<file path="config.mk">
export PLATFORM = sky130hd
export DESIGN_NAME = aes_req_scheduler_flat
export DESIGN_NICKNAME = d
export VERILOG_FILES = /design/src/rtl/aes_sched_pkg.sv /design/src/rtl/aes_req_scheduler_if.sv /design/src/rtl/aes_req_scheduler_rr_arbiter.sv /design/src/rtl/aes_req_scheduler.sv /design/src/flat_wrapper.sv
export SDC_FILE = /design/constraint.sdc
export NUM_CORES = 1
export LEC_CHECK = 0
export ABC_AREA = 1
export CAP_MARGIN = 20
export CORE_AREA = 2 2 661 663
export CTS_CLUSTER_DIAMETER = 120
export DETAILED_ROUTE_END_ITERATION = 10
export DIE_AREA = 0 0 663 665
export PLACE_DENSITY = 0.36
export SYNTH_ARGS = -nofsm -noshare
export SYNTH_HDL_FRONTEND = slang
export SYNTH_HIERARCHICAL = 1
export SYNTH_SLANG_ARGS = --single-unit
</file>
<file path="constraint.sdc">
create_clock -name clk -period 4.6 [get_ports clk]
set_input_delay 1.38 -clock clk [delete_from_list [all_inputs] [get_ports clk]]
set_output_delay 1.38 -clock clk [all_outputs]
set_load 0.05 [all_outputs]
</file>
<file path="src/rtl/aes_sched_pkg.sv">
// Shared types and constants for the AES request scheduler slice.
//   sched_state_e : scheduler FSM states (IDLE, ROUND, DONE)
//   AES_ROUNDS    : number of AES-128 rounds sequenced through the round unit
//   AES_BLK_W     : block / key width in bits
//   RND_W         : width of the round-number bus
package aes_sched_pkg;

  localparam int unsigned AES_ROUNDS = 10;
  localparam int unsigned AES_BLK_W  = 128;
  localparam int unsigned RND_W      = 4;

  typedef enum logic [1:0] {
    IDLE,
    ROUND,
    DONE
  } sched_state_e;

endpackage

</file>
<file path="src/rtl/aes_req_scheduler_if.sv">
// Client-side request/response bundle of the AES request scheduler.
//   req_valid  : per-requester request valid
//   req_ready  : one-hot accept strobe
//   req_pt     : packed plaintexts, requester i at [128i+127:128i]
//   req_key    : packed keys, same packing
//   resp_valid : ciphertext available
//   resp_ready : consumer accepts the response
//   resp_id    : owner of resp_ct
//   resp_ct    : ciphertext
// Modports: master = client side, slave = scheduler side.
interface aes_req_scheduler_if
  import aes_sched_pkg::*;
#(
  parameter int unsigned N_REQ = 4,
  parameter int unsigned ID_W  = 2
);

  logic [N_REQ-1:0]           req_valid;
  logic [N_REQ-1:0]           req_ready;
  logic [N_REQ*AES_BLK_W-1:0] req_pt;
  logic [N_REQ*AES_BLK_W-1:0] req_key;
  logic                       resp_valid;
  logic                       resp_ready;
  logic [ID_W-1:0]            resp_id;
  logic [AES_BLK_W-1:0]       resp_ct;

  modport master (
    output req_valid, req_pt, req_key, resp_ready,
    input  req_ready, resp_valid, resp_id, resp_ct
  );

  modport slave (
    input  req_valid, req_pt, req_key, resp_ready,
    output req_ready, resp_valid, resp_id, resp_ct
  );

endinterface

</file>
<file path="src/rtl/aes_req_scheduler_rr_arbiter.sv">
// Combinational round-robin arbiter.
//   req       : request vector
//   ptr       : highest-priority index (pointer register lives in the parent)
//   en        : grant enable; no grant when low
//   grant     : one-hot grant
//   grant_idx : binary index of the granted requester
module rr_arbiter #(
  parameter int unsigned N_REQ = 4,
  parameter int unsigned ID_W  = 2
) (
  input  logic [N_REQ-1:0] req,
  input  logic [ID_W-1:0]  ptr,
  input  logic             en,
  output logic [N_REQ-1:0] grant,
  output logic [ID_W-1:0]  grant_idx
);

  int unsigned idx;
  logic        found;

  // Scan upward from ptr, wrapping mod N_REQ; first set bit wins.
  always_comb begin
    grant     = '0;
    grant_idx = '0;
    found     = 1'b0;
    idx       = 0;
    for (int unsigned k = 0; k < N_REQ; k++) begin
      idx = (32'(ptr) + k) % N_REQ;
      if (en && !found && req[idx]) begin
        found      = 1'b1;
        grant[idx] = 1'b1;
        grant_idx  = ID_W'(idx);
      end
    end
  end

endmodule

</file>
<file path="src/rtl/aes_req_scheduler.sv">
// Shares one iterative AES-128 round datapath among N_REQ requesters.
// Grants round-robin, applies the initial AddRoundKey, drives rounds 1..10
// through the external round unit (one per cycle) and returns the tagged
// ciphertext on a valid/ready response channel.
// Ports:
//   clk, reset    : clock, synchronous active-high reset
//   cli           : request/response bundle (slave modport)
//   busy          : high whenever the FSM is not IDLE
//   rnd_state_in  : state word to the round datapath
//   rnd_key_in    : previous round key to the datapath
//   rnd_num       : round number 1..10, 0 outside ROUND
//   rnd_state_out : datapath round result
//   rnd_key_out   : round key for rnd_num
// Optional build macro AES_SCHED_PERF_EN adds:
//   blk_count     : saturating count of response handshakes
//   stall_cycles  : saturating count of DONE cycles with resp_ready low
module aes_req_scheduler
  import aes_sched_pkg::*;
#(
  parameter int unsigned N_REQ = 4,
  parameter int unsigned ID_W  = 2
) (
  input  logic                 clk,
  input  logic                 reset,
  aes_req_scheduler_if.slave   cli,
  output logic                 busy,
  output logic [AES_BLK_W-1:0] rnd_state_in,
  output logic [AES_BLK_W-1:0] rnd_key_in,
  output logic [RND_W-1:0]     rnd_num,
  input  logic [AES_BLK_W-1:0] rnd_state_out,
  input  logic [AES_BLK_W-1:0] rnd_key_out
`ifdef AES_SCHED_PERF_EN
  ,
  output logic [31:0]          blk_count,
  output logic [31:0]          stall_cycles
`endif
);

  sched_state_e         state_q;
  logic [AES_BLK_W-1:0] st_q;
  logic [AES_BLK_W-1:0] key_q;
  logic [ID_W-1:0]      id_q;
  logic [RND_W-1:0]     round_q;
  logic [ID_W-1:0]      ptr_q;
  logic                 resp_valid_q;
  logic [ID_W-1:0]      resp_id_q;
  logic [AES_BLK_W-1:0] resp_ct_q;

  logic [N_REQ-1:0]     grant;
  logic [ID_W-1:0]      g_idx;
  logic [AES_BLK_W-1:0] g_pt;
  logic [AES_BLK_W-1:0] g_key;

  // Grant only from IDLE and never while reset is asserted, so req_ready
  // reads 0 during reset even with requests pending.
  rr_arbiter #(
    .N_REQ (N_REQ),
    .ID_W  (ID_W)
  ) u_arb (
    .req       (cli.req_valid),
    .ptr       (ptr_q),
    .en        (state_q == IDLE && !reset),
    .grant     (grant),
    .grant_idx (g_idx)
  );

  assign g_pt  = cli.req_pt[32'(g_idx)*AES_BLK_W +: AES_BLK_W];
  assign g_key = cli.req_key[32'(g_idx)*AES_BLK_W +: AES_BLK_W];

  assign cli.req_ready  = grant;
  assign cli.resp_valid = resp_valid_q;
  assign cli.resp_id    = resp_id_q;
  assign cli.resp_ct    = resp_ct_q;
  assign busy           = (state_q != IDLE);
  assign rnd_state_in   = st_q;
  assign rnd_key_in     = key_q;
  assign rnd_num        = (state_q == ROUND) ? round_q : '0;

  always_ff @(posedge clk) begin
    if (reset) begin
      state_q      <= IDLE;
      st_q         <= '0;
      key_q        <= '0;
      id_q         <= '0;
      round_q      <= '0;
      ptr_q        <= '0;
      resp_valid_q <= 1'b0;
      resp_id_q    <= '0;
      resp_ct_q    <= '0;
    end else begin
      case (state_q)
        IDLE: begin
          if (|grant) begin
            st_q    <= g_pt ^ g_key;
            key_q   <= g_key;
            id_q    <= g_idx;
            round_q <= RND_W'(1);
            ptr_q   <= (32'(g_idx) == N_REQ - 1) ? '0 : g_idx + ID_W'(1);
            state_q <= ROUND;
          end
        end
        ROUND: begin
          st_q  <= rnd_state_out;
          key_q <= rnd_key_out;
          if (round_q == RND_W'(AES_ROUNDS)) begin
            resp_ct_q    <= rnd_state_out;
            resp_id_q    <= id_q;
            resp_valid_q <= 1'b1;
            state_q      <= DONE;
          end else begin
            round_q <= round_q + RND_W'(1);
          end
        end
        DONE: begin
          if (cli.resp_ready) begin
            resp_valid_q <= 1'b0;
            state_q      <= IDLE;
          end
        end
        default: state_q <= IDLE;
      endcase
    end
  end

`ifdef AES_SCHED_PERF_EN
  always_ff @(posedge clk) begin
    if (reset) begin
      blk_count    <= '0;
      stall_cycles <= '0;
    end else if (state_q == DONE) begin
      if (cli.resp_ready && blk_count != '1)
        blk_count <= blk_count + 32'd1;
      if (!cli.resp_ready && stall_cycles != '1)
        stall_cycles <= stall_cycles + 32'd1;
    end
  end
`endif

endmodule

</file>
<file path="src/flat_wrapper.sv">
// flat-port wrapper written by rule: the top's interface ports become plain ports
module aes_req_scheduler_flat import aes_sched_pkg::*;
#(
  parameter int unsigned N_REQ = 4,
  parameter int unsigned ID_W  = 2
)
  (clk, reset, busy, rnd_state_in, rnd_key_in, rnd_num, rnd_state_out, rnd_key_out, cli_req_valid, cli_req_pt, cli_req_key, cli_resp_ready, cli_req_ready, cli_resp_valid, cli_resp_id, cli_resp_ct);
  aes_req_scheduler_if #(.N_REQ(N_REQ), .ID_W(ID_W)) cli_i ();
  input  logic clk;
  input  logic reset;
  output logic busy;
  output logic [AES_BLK_W-1:0] rnd_state_in;
  output logic [AES_BLK_W-1:0] rnd_key_in;
  output logic [RND_W-1:0] rnd_num;
  input  logic [AES_BLK_W-1:0] rnd_state_out;
  input  logic [AES_BLK_W-1:0] rnd_key_out;
  input wire logic [$bits(cli_i.req_valid)-1:0] cli_req_valid;
  input wire logic [$bits(cli_i.req_pt)-1:0] cli_req_pt;
  input wire logic [$bits(cli_i.req_key)-1:0] cli_req_key;
  input wire logic [$bits(cli_i.resp_ready)-1:0] cli_resp_ready;
  output wire logic [$bits(cli_i.req_ready)-1:0] cli_req_ready;
  output wire logic [$bits(cli_i.resp_valid)-1:0] cli_resp_valid;
  output wire logic [$bits(cli_i.resp_id)-1:0] cli_resp_id;
  output wire logic [$bits(cli_i.resp_ct)-1:0] cli_resp_ct;
  assign cli_i.req_valid = cli_req_valid;
  assign cli_i.req_pt = cli_req_pt;
  assign cli_i.req_key = cli_req_key;
  assign cli_i.resp_ready = cli_resp_ready;
  assign cli_req_ready = cli_i.req_ready;
  assign cli_resp_valid = cli_i.resp_valid;
  assign cli_resp_id = cli_i.resp_id;
  assign cli_resp_ct = cli_i.resp_ct;
  aes_req_scheduler #(.N_REQ(N_REQ), .ID_W(ID_W)) u_core (.clk(clk), .reset(reset), .cli(cli_i), .busy(busy), .rnd_state_in(rnd_state_in), .rnd_key_in(rnd_key_in), .rnd_num(rnd_num), .rnd_state_out(rnd_state_out), .rnd_key_out(rnd_key_out));
endmodule
</file>
==> qor.tcl, run 1 <==
set qor(clock-skew-final_ns) 0.05599
set qor(fmax_mhz) 227.6
set qor(die_width_um) 663
set qor(cell_at_the_root_of_the_clock_tree) {sky130_fd_sc_hd__clkbuf_16}
set qor(clk-insertion-delay-late_ns) 0.80
set qor(die_area_um2) 440900
set qor(seq_area_frac_synth_pct) 24.05
set qor(holdBufCountCts) 0
set qor(grt_pass1_vias) 46956
set qor(critical-path-slowest-cell) {sky130_fd_sc_hd__clkdlybuf4s50_1}
set qor(critical_path.endpoint) {cli_req_ready[2]}
set qor(rr_startpoint) {u_core/state_q[1]}
set qor(htree_levels) 3
set qor(syn_nets) 7718
set qor(grt_max_degree) 101
set qor(criticalPathCategory) {primary input to primary output}
set qor(rsz0062_at_grt) {no}
set qor(final_core_util_pct) 14.20
set qor(cts_repair_resize_count) 0
set qor(synthesis.yosys.warnings) 6
set qor(cts_sinks) 397
set qor(design.final.nets) 9395
set qor(critPathArrivalTime_ns) 3.01
set qor(critical_path.endpoint_type) {primary output}
set qor(yosysUniqueCellTypes) 28
set qor(post-cts-setup-buffers) 0
set qor(drt_iter0_markers) 3110
set qor(synth_largest_area_cell) {sky130_fd_sc_hd__nand2_1}
set qor(grt-ovfl-total) 0
set qor(hp-class) {register to register}
set qor(worst_path_largest_cell_delay_ns) 0.51
set qor(run_status) {complete, no violations}
set qor(leakagePower_nw) 26.92
set qor(initial_utilization_pct) 7.627
set qor(yosys-top-cells-area) {sky130_fd_sc_hd__nand2_1 41%, sky130_fd_sc_hd__dfxtp_1 24%, sky130_fd_sc_hd__nand3_1 16%, sky130_fd_sc_hd__inv_1 4.9%, sky130_fd_sc_hd__a21oi_1 4.0%}
set qor(worstSetupStartpoint) {cli_req_valid[1]}
set qor(post_drt_via_cell_ratio) 3.475
set qor(grt_pass1_wl_um) 442100
set qor(slew-limit-headroom_pct) 22.27
set qor(cp_cell_sequence) {clkdlybuf4s50_1 > nand2_1 > nand3_1 > and2_1 > buf_4 > nand3_1 > nand3_1 > buf_12}
set qor(crit_required_ns) 3.22
set qor(whs_ns) 0.4584
set qor(post-route-worst-setup-slack_ns) 0.2056
set qor(yosys_top_cell_area_share_pct) 41.37
set qor(minimum_setup_slack_after_placement_ns) -0.01641
set qor(final.min_clock_period_ns) 4.394
set qor(number_of_buffers_on_the_longest_clock_path) 4
set qor(synth.avg_cell_area_um2) 5.147
set qor(finalWeightedCongestion) 0.8995
set qor(regToRegSetupSlack_ns) 0.89
set qor(cp_common_cell) {sky130_fd_sc_hd__nand3_1}
set qor(hold_violations) 0
set qor(routed-via-count) 48389
set qor(ios) 1683
set qor(io_buffers) 1682
set qor(report.final.setup_viol) 0
set qor(dp_hpwl_um) 289600
set qor(syn_area_um2) 33050
set qor(vdd_drop_max_uv) 292.4
set qor(timing.final.max_slew_violations) 0
set qor(syn_inst) 6420
set qor(core_area_um2) 433300
set qor(drt_wl_total_um) 338600
set qor(max_slew.worst_pin.slew_ns) 1.162
set qor(firstDrtPassIters) 6
set qor(global_route.usage.total_pct) 14.70
set qor(grt_antenna_before_repair) 154
set qor(share_of_layout_cells_above_drive_strength_1_pct) 6.429
set qor(antenna_violating_nets_post_route) 0
set qor(r2r_cells) 20
set qor(synth_seq_cells) 397
set qor(regToRegEndpoint) {u_core/rnd_state_in[99]}
set qor(clk_pin_slew_worst_paths_ns) 0.06
set qor(timing.critical_path.from_type) {primary input}
set qor(worst-path-max-fanout) 5
set qor(maxCapViolations) 0
set qor(die-height_um) 665
set qor(post-route-period-util_pct) 95.53
set qor(syn2layout_area_growth_pct) 86.19
set qor(numCtsBuffers) 73
set qor(wl_per_cell_um) 24.32
set qor(core.rowCount) 242
set qor(detail_route.drc_violations) 0
set qor(power_density_nw_per_um2) 603.2
set qor(cts_tree) {done}
## cell usage in the layout (no fill, tap or decap), types with 73 or more instances in the layout
cell / n
sky130_fd_sc_hd__nand2_1: 3642
sky130_fd_sc_hd__clkdlybuf4s50_1: 1661
sky130_fd_sc_hd__nand3_1: 1078
sky130_fd_sc_hd__inv_1: 428
sky130_fd_sc_hd__dfxtp_1: 397
sky130_fd_sc_hd__buf_4: 277
sky130_fd_sc_hd__a21oi_1: 264
sky130_fd_sc_hd__buf_12: 101
sky130_fd_sc_hd__a31oi_1: 99
sky130_fd_sc_hd__clkbuf_16: 73
## routing by layer
metal / vias to the layer above / GRT usage [%] / routed length [um]
met5: - / 0 / 678
li1: 23541 / - / -
met3: 379 / 5.995 / 32620
met1: 22632 / 16.81 / 134900
met2: 1733 / 25.68 / 163100
met4: 104 / 2.760 / 7338
## stage by stage
| step | power (W) | area (um^2) | std cells | setup TNS, ns |
|---|---|---|---|---|
| floorplan | 0.01814 | 33050 | 6420 | 0 |
| global placement | 0.03204 | 59050 | 13756 | -0.01631 |
| detailed placement | 0.03193 | 59050 | 13756 | -0.01641 |
| CTS | 0.03800 | 61430 | 13885 | 0 |
| global route | 0.03995 | 61470 | 13903 | 0 |
| finish | 0.03711 | 61530 | 13926 | 0 |
## synth_stat cells (all sizes together)
cell / count
nand2: 3648
nand3: 1082
inv: 436
dfxtp: 397
buf: 283
a21oi: 264
clkbuf: 157
a31oi: 99
nor2: 24
ha: 11
o21ai: 7
nand4: 5
nor3: 3
a211oi: 1
and2: 1
clkinv: 1
nand3b: 1
## sequential cells by signal, indices dropped and copies added (netlist names)
register and cells:
u_core/round_q 4, u_core/cli.resp_id 2, u_core/state_q 2, u_core/rnd_key_in 128, u_core/id_q 2, u_core/cli.resp_valid 1, u_core/ptr_q 2, u_core/cli.resp_ct 128
u_core/rnd_state_in 128
## power breakdown
group          switching [W]  total, W  leakage, nW  internal [W]
clock network        0.00240   0.00575         1.17       0.00335
logic                 0.0176    0.0267         22.5       0.00909
registers           0.000516   0.00464         3.25       0.00412
total                 0.0206    0.0371         26.9        0.0166
## worst min path at each step
stage | from | end | slack, ns | cells past startpoint
6_report | u_core/cli.resp_ct[5] | u_core/cli.resp_ct[5] | 0.46 | 2
5_1_grt | u_core/cli.resp_ct[107] | u_core/cli.resp_ct[107] | 0.48 | 2
4_1_cts | u_core/cli.resp_ct[125] | u_core/cli.resp_ct[125] | 0.46 | 2
3_5_place_dp | u_core/cli.resp_ct[9] | u_core/cli.resp_ct[9] | 0.45 | 2
3_3_place_gp | u_core/cli.resp_ct[101] | u_core/cli.resp_ct[101] | 0.45 | 2
2_1_floorplan | u_core/id_q[1] | u_core/cli.resp_id[1] | 0.45 | 2
## critical path, delay by kind of cell
| family | cells | cell delay (ns) |
|---|---|---|
| buffers and inverters | 3 | 0.88 |
| AND/OR/NAND/NOR | 5 | 0.75 |
## kinds of logic after synthesis
group	Yosys count	synth area share [%]
AOI/OAI and AO/OA	371	6.001
and+or+nand+nor	4764	58.50
DFF	397	24.05
buffers and inverters	877	11.03
adders and majority gates	11	0.4165
## cell type report
class	instances	area [um^2]
antenna	41	102.6
clock buffer	94	2016
clock inverter	35	360.3
fill	50565	371800
inverter	437	1689
multi-input combinational	5146	21490
sequential	397	7948
tap	5734	7174
timing repair buffer	2042	20750
No activity file was read; power rests on OpenSTA's default activity.
==> inputs of run 2 (changes only) <==
Settings changed: SLEW_MARGIN from default to 20.
==> results of run 2 <==
Final layout, timing and power as in run 1 (identical DEF).
